**src/rtl/capture_reader.sv**
```systemverilog
// Capture RAM readout engine: streams a window of samples from a synchronous-read
// RAM into a valid/ready output through a 2-entry FIFO.
module capture_reader #(
    parameter int unsigned ADDR_W = 10,
    parameter int unsigned DATA_W = 16
) (
    input  logic              clk,
    input  logic              rst,
    input  logic              start,
    input  logic [ADDR_W-1:0] start_addr,
    input  logic [ADDR_W:0]   length,
    input  logic              abort,
    output logic              ram_rd_en,
    output logic [ADDR_W-1:0] ram_rd_addr,
    input  logic [DATA_W-1:0] ram_rd_data,
    output logic              out_valid,
    output logic [DATA_W-1:0] out_data,
    output logic              out_last,
    input  logic              out_ready,
    output logic              busy,
    output logic              done
);

    typedef enum logic [1:0] {StIdle, StRun, StDone} state_e;

    localparam logic [ADDR_W:0]   CntOne  = 1;
    localparam logic [ADDR_W-1:0] AddrOne = 1;

    state_e            state_q;
    logic [ADDR_W-1:0] addr_q;
    logic [ADDR_W:0]   len_q;
    logic [ADDR_W:0]   issued_q;
    logic [ADDR_W:0]   sent_q;
    logic              pending_q;
    logic [DATA_W-1:0] fifo_mem_q [2];
    logic              wr_ptr_q;
    logic              rd_ptr_q;
    logic [1:0]        fifo_cnt_q;

    logic              in_run;
    logic              pop;
    logic              issue;
    logic              last_xfer;
    logic [2:0]        occupancy;

    // Read issue, stream outputs and status; everything is forced low while rst is high.
    always_comb begin
        in_run      = (state_q == StRun) && !rst;
        out_valid   = in_run && (fifo_cnt_q != 2'd0);
        pop         = out_valid && out_ready;
        // Credit the entry leaving this cycle so a full-rate stream never bubbles;
        // FIFO entries plus in-flight reads still never exceed two.
        occupancy   = 3'(fifo_cnt_q) + 3'(pending_q) - 3'(pop);
        issue       = in_run && !abort && (issued_q < len_q) && (occupancy < 3'd2);
        ram_rd_en   = issue;
        ram_rd_addr = rst ? '0 : addr_q;
        out_data    = out_valid ? fifo_mem_q[rd_ptr_q] : '0;
        out_last    = out_valid && ((sent_q + CntOne) == len_q);
        last_xfer   = pop && out_last;
        busy        = in_run;
        done        = (state_q == StDone) && !rst;
    end

    // Readout FSM with address/count tracking and the output FIFO.
    always_ff @(posedge clk) begin
        if (rst) begin
            state_q    <= StIdle;
            addr_q     <= '0;
            len_q      <= '0;
            issued_q   <= '0;
            sent_q     <= '0;
            pending_q  <= 1'b0;
            wr_ptr_q   <= 1'b0;
            rd_ptr_q   <= 1'b0;
            fifo_cnt_q <= '0;
        end else begin
            pending_q <= issue;
            unique case (state_q)
                StIdle: begin
                    if (start && !abort) begin
                        addr_q     <= start_addr;
                        len_q      <= length;
                        issued_q   <= '0;
                        sent_q     <= '0;
                        wr_ptr_q   <= 1'b0;
                        rd_ptr_q   <= 1'b0;
                        fifo_cnt_q <= '0;
                        state_q    <= (length == '0) ? StDone : StRun;
                    end
                end
                StRun: begin
                    if (abort) begin
                        // Drop buffered samples; pending_q is already cleared since issue is low.
                        fifo_cnt_q <= '0;
                        state_q    <= StIdle;
                    end else begin
                        if (issue) begin
                            addr_q   <= addr_q + AddrOne;
                            issued_q <= issued_q + CntOne;
                        end
                        if (pending_q) begin
                            fifo_mem_q[wr_ptr_q] <= ram_rd_data;
                            wr_ptr_q             <= ~wr_ptr_q;
                        end
                        if (pop) begin
                            rd_ptr_q <= ~rd_ptr_q;
                            sent_q   <= sent_q + CntOne;
                        end
                        fifo_cnt_q <= fifo_cnt_q + 2'(pending_q) - 2'(pop);
                        if (last_xfer) begin
                            state_q <= StDone;
                        end
                    end
                end
                StDone: begin
                    state_q <= StIdle;
                end
                default: begin
                    state_q <= StIdle;
                end
            endcase
        end
    end

endmodule
```
**config.mk**
```make
export PLATFORM = sky130hd
export DESIGN_NAME = capture_reader
export DESIGN_NICKNAME = d
export VERILOG_FILES = /design/src/rtl/capture_reader.sv
export SDC_FILE = /design/constraint.sdc
export NUM_CORES = 1
export LEC_CHECK = 0
export ABC_AREA = 1
export BUFFER_PORTS_ARGS = -buffer_cell sky130_fd_sc_hd__buf_2
export CAP_MARGIN = 0
export CORE_MARGIN = 2
export CORE_UTILIZATION = 48
export DETAILED_ROUTE_END_ITERATION = 7
export GPL_ROUTABILITY_DRIVEN = 0
export PLACE_DENSITY = 0.7
export SLEW_MARGIN = 10
export SYNTH_ARGS = -nofsm -noshare
export SYNTH_HDL_FRONTEND = slang
export SYNTH_SLANG_ARGS = --single-unit
```
**constraint.sdc**
```tcl
create_clock -name clk -period 5.15 [get_ports clk]
set_input_delay 1.03 -clock clk [delete_from_list [all_inputs] [get_ports clk]]
set_output_delay 1.03 -clock clk [all_outputs]
set_load 0.05 [all_outputs]
```
Word level (Yosys, flattened, before mapping) --
Memory sizes are Yosys's and may differ from the RTL's. A register that Yosys moved wholly into a read port is not among the register bits. Cells that the tools add are included. Widths: inputs -> output; s select.
Word-level totals: latch bits 0, memory bits (writable) 32, memories kept 1, bits in read-only memories 0, input port bits 42, word-level logic and storage cells 87, flip-flop bits (word level) 50, output and inout bits 31
Memory list:
- fifo_mem_q | depth 2, width 16, read ports 1, clocked after Yosys merged registers in 1, write ports 1, RTL line 35 | logic [DATA_W-1:0] fifo_mem_q [2];
Cells by class: mux-type cells 35, $mul 0, $lt $le $gt $ge 2, shift-type cells 0, reduce and logical (&&, ||, !) cells 22, eq/ne operators 9, divide/modulo/power cells 0, add/subtract/negate cells 7, bitwise operators 2
Operator list (number):
- $mux 11 | 5
- $pmux 11 s2 | 2
- $mux 10 | 4
- $add 11x1->11 const B | 2
- $pmux 10 s2 | 1
- $mux 16 | 1
- $mux 1 | 12
- $mux 2 | 6
- $reduce_and 4->1 | 3
- $eq 11x11->1 | 1
- $logic_not 11->1 | 1
- $lt 11x11->1 | 1
- $add 10x1->10 const B | 1
- $logic_and 1x1->1 | 10
- $ne 2x2->1 const B | 5
- $pmux 2 s2 | 2
- $reduce_and 2->1 | 3
- $pmux 1 s2 | 2
- $reduce_bool 2->1 | 2
- $add 2x1->3 | 1
- $lt 3x2->1 const B | 1
- $ne 3x3->1 const B | 1
- $sub 3x1->3 | 1
- $add 2x1->2 | 1
- 6 further kinds | 8

Longest topological paths before layout --
depth after elaboration 10, depth in mapped cells 23, mapped depth without buffers 22

Worst setup path after synthesis --
OpenSTA, ideal clock, no wires.
path kind input to output, start point input port rst, end point output port ram_rd_en, path buffers 0, path slack -0.006 ns, arrival 4.126 ns, cell stages on the path 16, data required time 4.120 ns, path through nor2_1 -> nand2_2 -> inv_2 -> nand2_1 -> inv_1 -> ha_1 -> inv_1 -> ha_1 -> inv_1 -> fa_1 -> inv_1 -> nor2_1 -> nand3_1 -> nor4_2 -> nand2_1 -> inv_1
Between the ends: longest elaborated chain between the ends 7, elaborated cells on any way between the ends 9, those cells by class add/sub (1); order compare (1); reduce/logical (7)
RTL lines:
- start: declaration | RTL line 8 | input logic rst,
- $logic_not 1->1 | RTL line 48 | in_run = (state_q == StRun) && !rst;
- $logic_and 1x1->1 | RTL line 48
- $logic_and 1x1->1 | RTL line 49 | out_valid = in_run && (fifo_cnt_q != 2'd0);
- net out_valid | RTL line 16 | output logic out_valid,
- $logic_and 1x1->1 | RTL line 50 | pop = out_valid && out_ready;
- $sub 3x1->3 | RTL line 53 | occupancy = 3'(fifo_cnt_q) + 3'(pending_q) - 3'(pop);
- $lt 3x2->1 | RTL line 54 | issue = in_run && !abort && (issued_q < len_q) && (occupancy < 3'd2);
- $logic_and 1x1->1 | RTL line 54
- end: declaration | RTL line 13 | output logic ram_rd_en,
The timed path passes the listed nets, and every way through them passes these cells.

Worst setup path after layout --
start point register state_q[0], end point output port ram_rd_en
Between the ends: longest elaborated chain between the ends 7, elaborated cells on any way between the ends 9, those cells by class add/sub (1); order compare (1); eq/ne (1); reduce/logical (6)
RTL lines:
- start: declaration | RTL line 29 | state_e state_q;
- start signal: assignment | RTL line 67 | state_q <= StIdle;
- start signal: assignment | RTL line 88 | state_q <= (length == '0) ? StDone : StRun;
- start signal: assignment | RTL line 95 | state_q <= StIdle;
- $eq 2x1->1 * | RTL line 48
- $logic_and 1x1->1 * | RTL line 48
- $logic_and 1x1->1 | RTL line 49
- $logic_and 1x1->1 | RTL line 50
- $sub 3x1->3 | RTL line 53
- $lt 3x2->1 | RTL line 54
- $logic_and 1x1->1 * | RTL line 54
Every way passes the cells marked *; elsewhere a longest branch is shown, timed or not.

==> impl_results.md <==
* TritonCTS buffer count at 9
* Worst path depth at 18
* 1st-iter DRT viols at 252
* Routed vias/inst at 5.212
* Crit path from: state_q[0]
* Core Region at 8806 um2
* Largest net degree at the start of global routing at 39
* Top cells by area, synth: dfxtp_1 23%, edfxtp_1 22%, nand2_1 15%, a21oi_1 7.6%, inv_1 5.4%
* Hold Buf Count CTS at 0
* Setup violations, final at 0
* # IOs at 73
* RSZ-0062 raised after global routing: false
* Reg clk slew, reported paths at 0.09 ns
* Yosys reg bits at 83
* Normalized max-slew margin at 44.46%
* Hold_ws at 0.4463 ns
* Synth top area share at 23.23%
* Initial antenna violation count at 0
* Routed wire length per instance at 13.54 um
* Seq/Total Area, Yosys at 45.09%
* Die ar. at 9939 um2
* Async SR Flop Fraction at 0%
* WS Path Type: flip-flop to output port
* Worst endpoint required time at 4.12 ns
* Most used cell, CP: inv_1
* Slowest stage delay, CP at 0.51 ns
* HP Start: rd_ptr_q
* Cell Area, Synth at 4395 um2
* GRT Total Usage at 21.82%
* Non-filler cells, final at 773
* Yosys cell types at 37
* Number of flops mapped to enable cells by yosys at 32
* Placed insts at 757
* Post_cts resized at 0
* R2R setup slack at 1.29 ns
* Layout area overhead at 14.40%
* Crit. End Element: output port
* Syn Inst Count at 592
* Synth Flop Type: dfxtp_1
* Routed via count at 4029
* Largest fanout on the critical path at 22
* Leakage at 2.213 nW
* Synth warn at 0
* Dpl ws at 0.7227 ns
* CTS H-tree depth at 3
* Hold endpoint: rd_ptr_q
* Area leader, netlist: dfxtp_1
* Grt total ovfl at 0
* Final period utilization at 91.03%
* Crit-path slowest cell: dfxtp_1
* Die Ht at 99.70 um
* Worst setup SP type: flip-flop
* CP arrival at 3.66 ns
* Worst slew pin tran at 0.8301 ns
* Setup slack after layout at 0.4619 ns
* Slew Limit Fails at 0
* Hold Path Stages at 1
* First-pass GRT wire length at 17390 um
* Vias in the first global route at 3690
* Antenna Cells at 0
* Layout cells sized above 1 at 15.94%
* DRT antenna net count at 0
* Pre-Repair DR Iteration Count at 5
* Die W at 99.70 um
* Setup TNS Final at 0 ns
* Max Clk Rate at 213.3 MHz
* FF-to-FF Start: state_q[0]
* Layout fillers at 821
* RR Endpoint: issued_q[0]
* Nets at 718
* Hold Crit Class: flip-flop to flip-flop
* Crit-path cells: nand2_2, nor2_2, nand2_2, inv_2, nand2_1, inv_1, ha_1, inv_1, ha_1, inv_1, fa_1, inv_1, nor2_1, nand3_1, nor4_2, nand2_1, inv_1, buf_2
* Power Density at 257.3 nW/um2
* Max cap viols at 0
* Buffers on Ports at 72
* Reg2Reg Depth at 20
* Period minus WS final at 4.688 ns
* Clk sinks at 83
* Final hold violations at 0
* Initial Utilization at 49.91%
* Hpwl dp at 7488 um
* Post-CTS Setup Bufs at 0
* Synthesized area per cell at 7.425 um2
* CTS Root Cell: clkbuf_8
* Clock Skew at 0.01017 ns
* Worst path bufs/invs at 7
* Deepest clock path buffer count at 2
* Worst IR Drop VDD at 126.7 uV
* CTS tree: done
* Syn nets at 650
* # rows at 34
* CP top delay family: simple AND/OR/NAND/NOR gates
* Skew-Pair Late Insertion Delay at 0.36 ns
* Status: complete, no violations
* # DRC at 0
* Final wirelength at 10470 um
-- metrics by stage --
stage                     cell area (um2)  utilization, %  power (mW)
after floorplan                      4398               -      0.8199
after global placement               4846           55.03      0.8616
after detailed placement             4846           55.03      0.8661
after CTS                            5029           57.10       1.302
after global routing                 5029           57.10       1.352
final                                5029           57.10       1.294
-- kinds of logic (layout without fill, tap and decap cells) --
family | after synthesis | after routing | share of synthesized area (%)
AOI/OAI and AO/OA | 93 | 93 | 10.99
xor gates and xnor gates | 10 | 10 | 1.993
adders and majority gates | 16 | 16 | 4.725
buffers and inverters | 86 | 159 | 7.800
DFF | 83 | 83 | 45.09
muxes | 4 | 4 | 0.9109
and+or+nand+nor | 300 | 300 | 28.49
-- metal layers --
metal  part of all wire (%)  up-vias  GRT usage (%)
met4                    1.8        0          7.903
li1                       -     2059              -
met3                    4.9       17          3.162
met5                      0        -              0
met2                     48      109          35.97
met1                     45     1844          29.30
-- where the power goes --
part           switching [mW]  internal (mW)
registers              0.0131          0.695
logic                  0.0967         0.0466
clock network           0.258          0.184
-- synthesized netlist by cell type, types with 2 or more instances --
| cell | number |
|---|---|
| and3_1 | 2 |
| nor4_1 | 3 |
| nand4_1 | 5 |
| inv_2 | 2 |
| dfxtp_1 | 51 |
| buf_6 | 2 |
| buf_2 | 4 |
| nor3b_1 | 3 |
| xor2_1 | 9 |
| mux2i_1 | 4 |
| clkbuf_1 | 13 |
| nor2_1 | 63 |
| nor3_1 | 10 |
| ha_1 | 15 |
| nand3_1 | 32 |
| a21oi_1 | 67 |
| edfxtp_1 | 32 |
| inv_1 | 63 |
| nand2_2 | 3 |
| o21ai_0 | 20 |
| nand2_1 | 172 |
| a21oi_2 | 2 |
-- layout by cell type, fill, tap and decap left out, types with 2 or more instances in the layout --
| cell | count |
|---|---|
| nand2_1 | 172 |
| buf_2 | 72 |
| a21oi_1 | 67 |
| inv_1 | 63 |
| nor2_1 | 62 |
| dfxtp_1 | 51 |
| nand3_1 | 32 |
| edfxtp_1 | 32 |
| o21ai_0 | 20 |
| ha_1 | 15 |
| xor2_1 | 9 |
| clkbuf_8 | 9 |
| nor3_1 | 8 |
| nand4_1 | 5 |
| buf_4 | 5 |
| mux2i_1 | 4 |
| nand2_2 | 3 |
| nor3b_1 | 3 |
| nor4_1 | 3 |
| inv_6 | 3 |
| inv_2 | 2 |
| nor3_2 | 2 |
| and3_1 | 2 |
| a21oi_2 | 2 |
-- worst max path at each step --
| stage | end | slack, ns |
|---|---|---|
| after floorplan | ram_rd_en | 0.30 |
| after global placement | ram_rd_en | 0.78 |
| after detailed placement | ram_rd_en | 0.72 |
| after CTS | ram_rd_en | 0.45 |
| after global routing | ram_rd_en | 0.17 |
| final | ram_rd_en | 0.46 |
-- layout make-up --
type | instances | area [um2] | area share (%)
inverters | 66 | 247.7 | 4.927
multi-input cells | 423 | 2083 | 41.43
clock buffers | 9 | 123.9 | 2.463
well taps | 108 | 135.1 | 2.687
clock inverters | 7 | 58.81 | 1.169
flip-flops and latches | 83 | 1982 | 39.41
repair buffers | 77 | 397.9 | 7.912
-- sequential cells by signal (all words and copies together) (netlist names), named ones only --
name,count
pending_q,1
fifo_mem_q,32
wr_ptr_q,1
state_q,2
fifo_cnt_q,2
sent_q,11
len_q,11
rd_ptr_q,1
issued_q,11
addr_q,10
(Power assumes the default switching activity.)
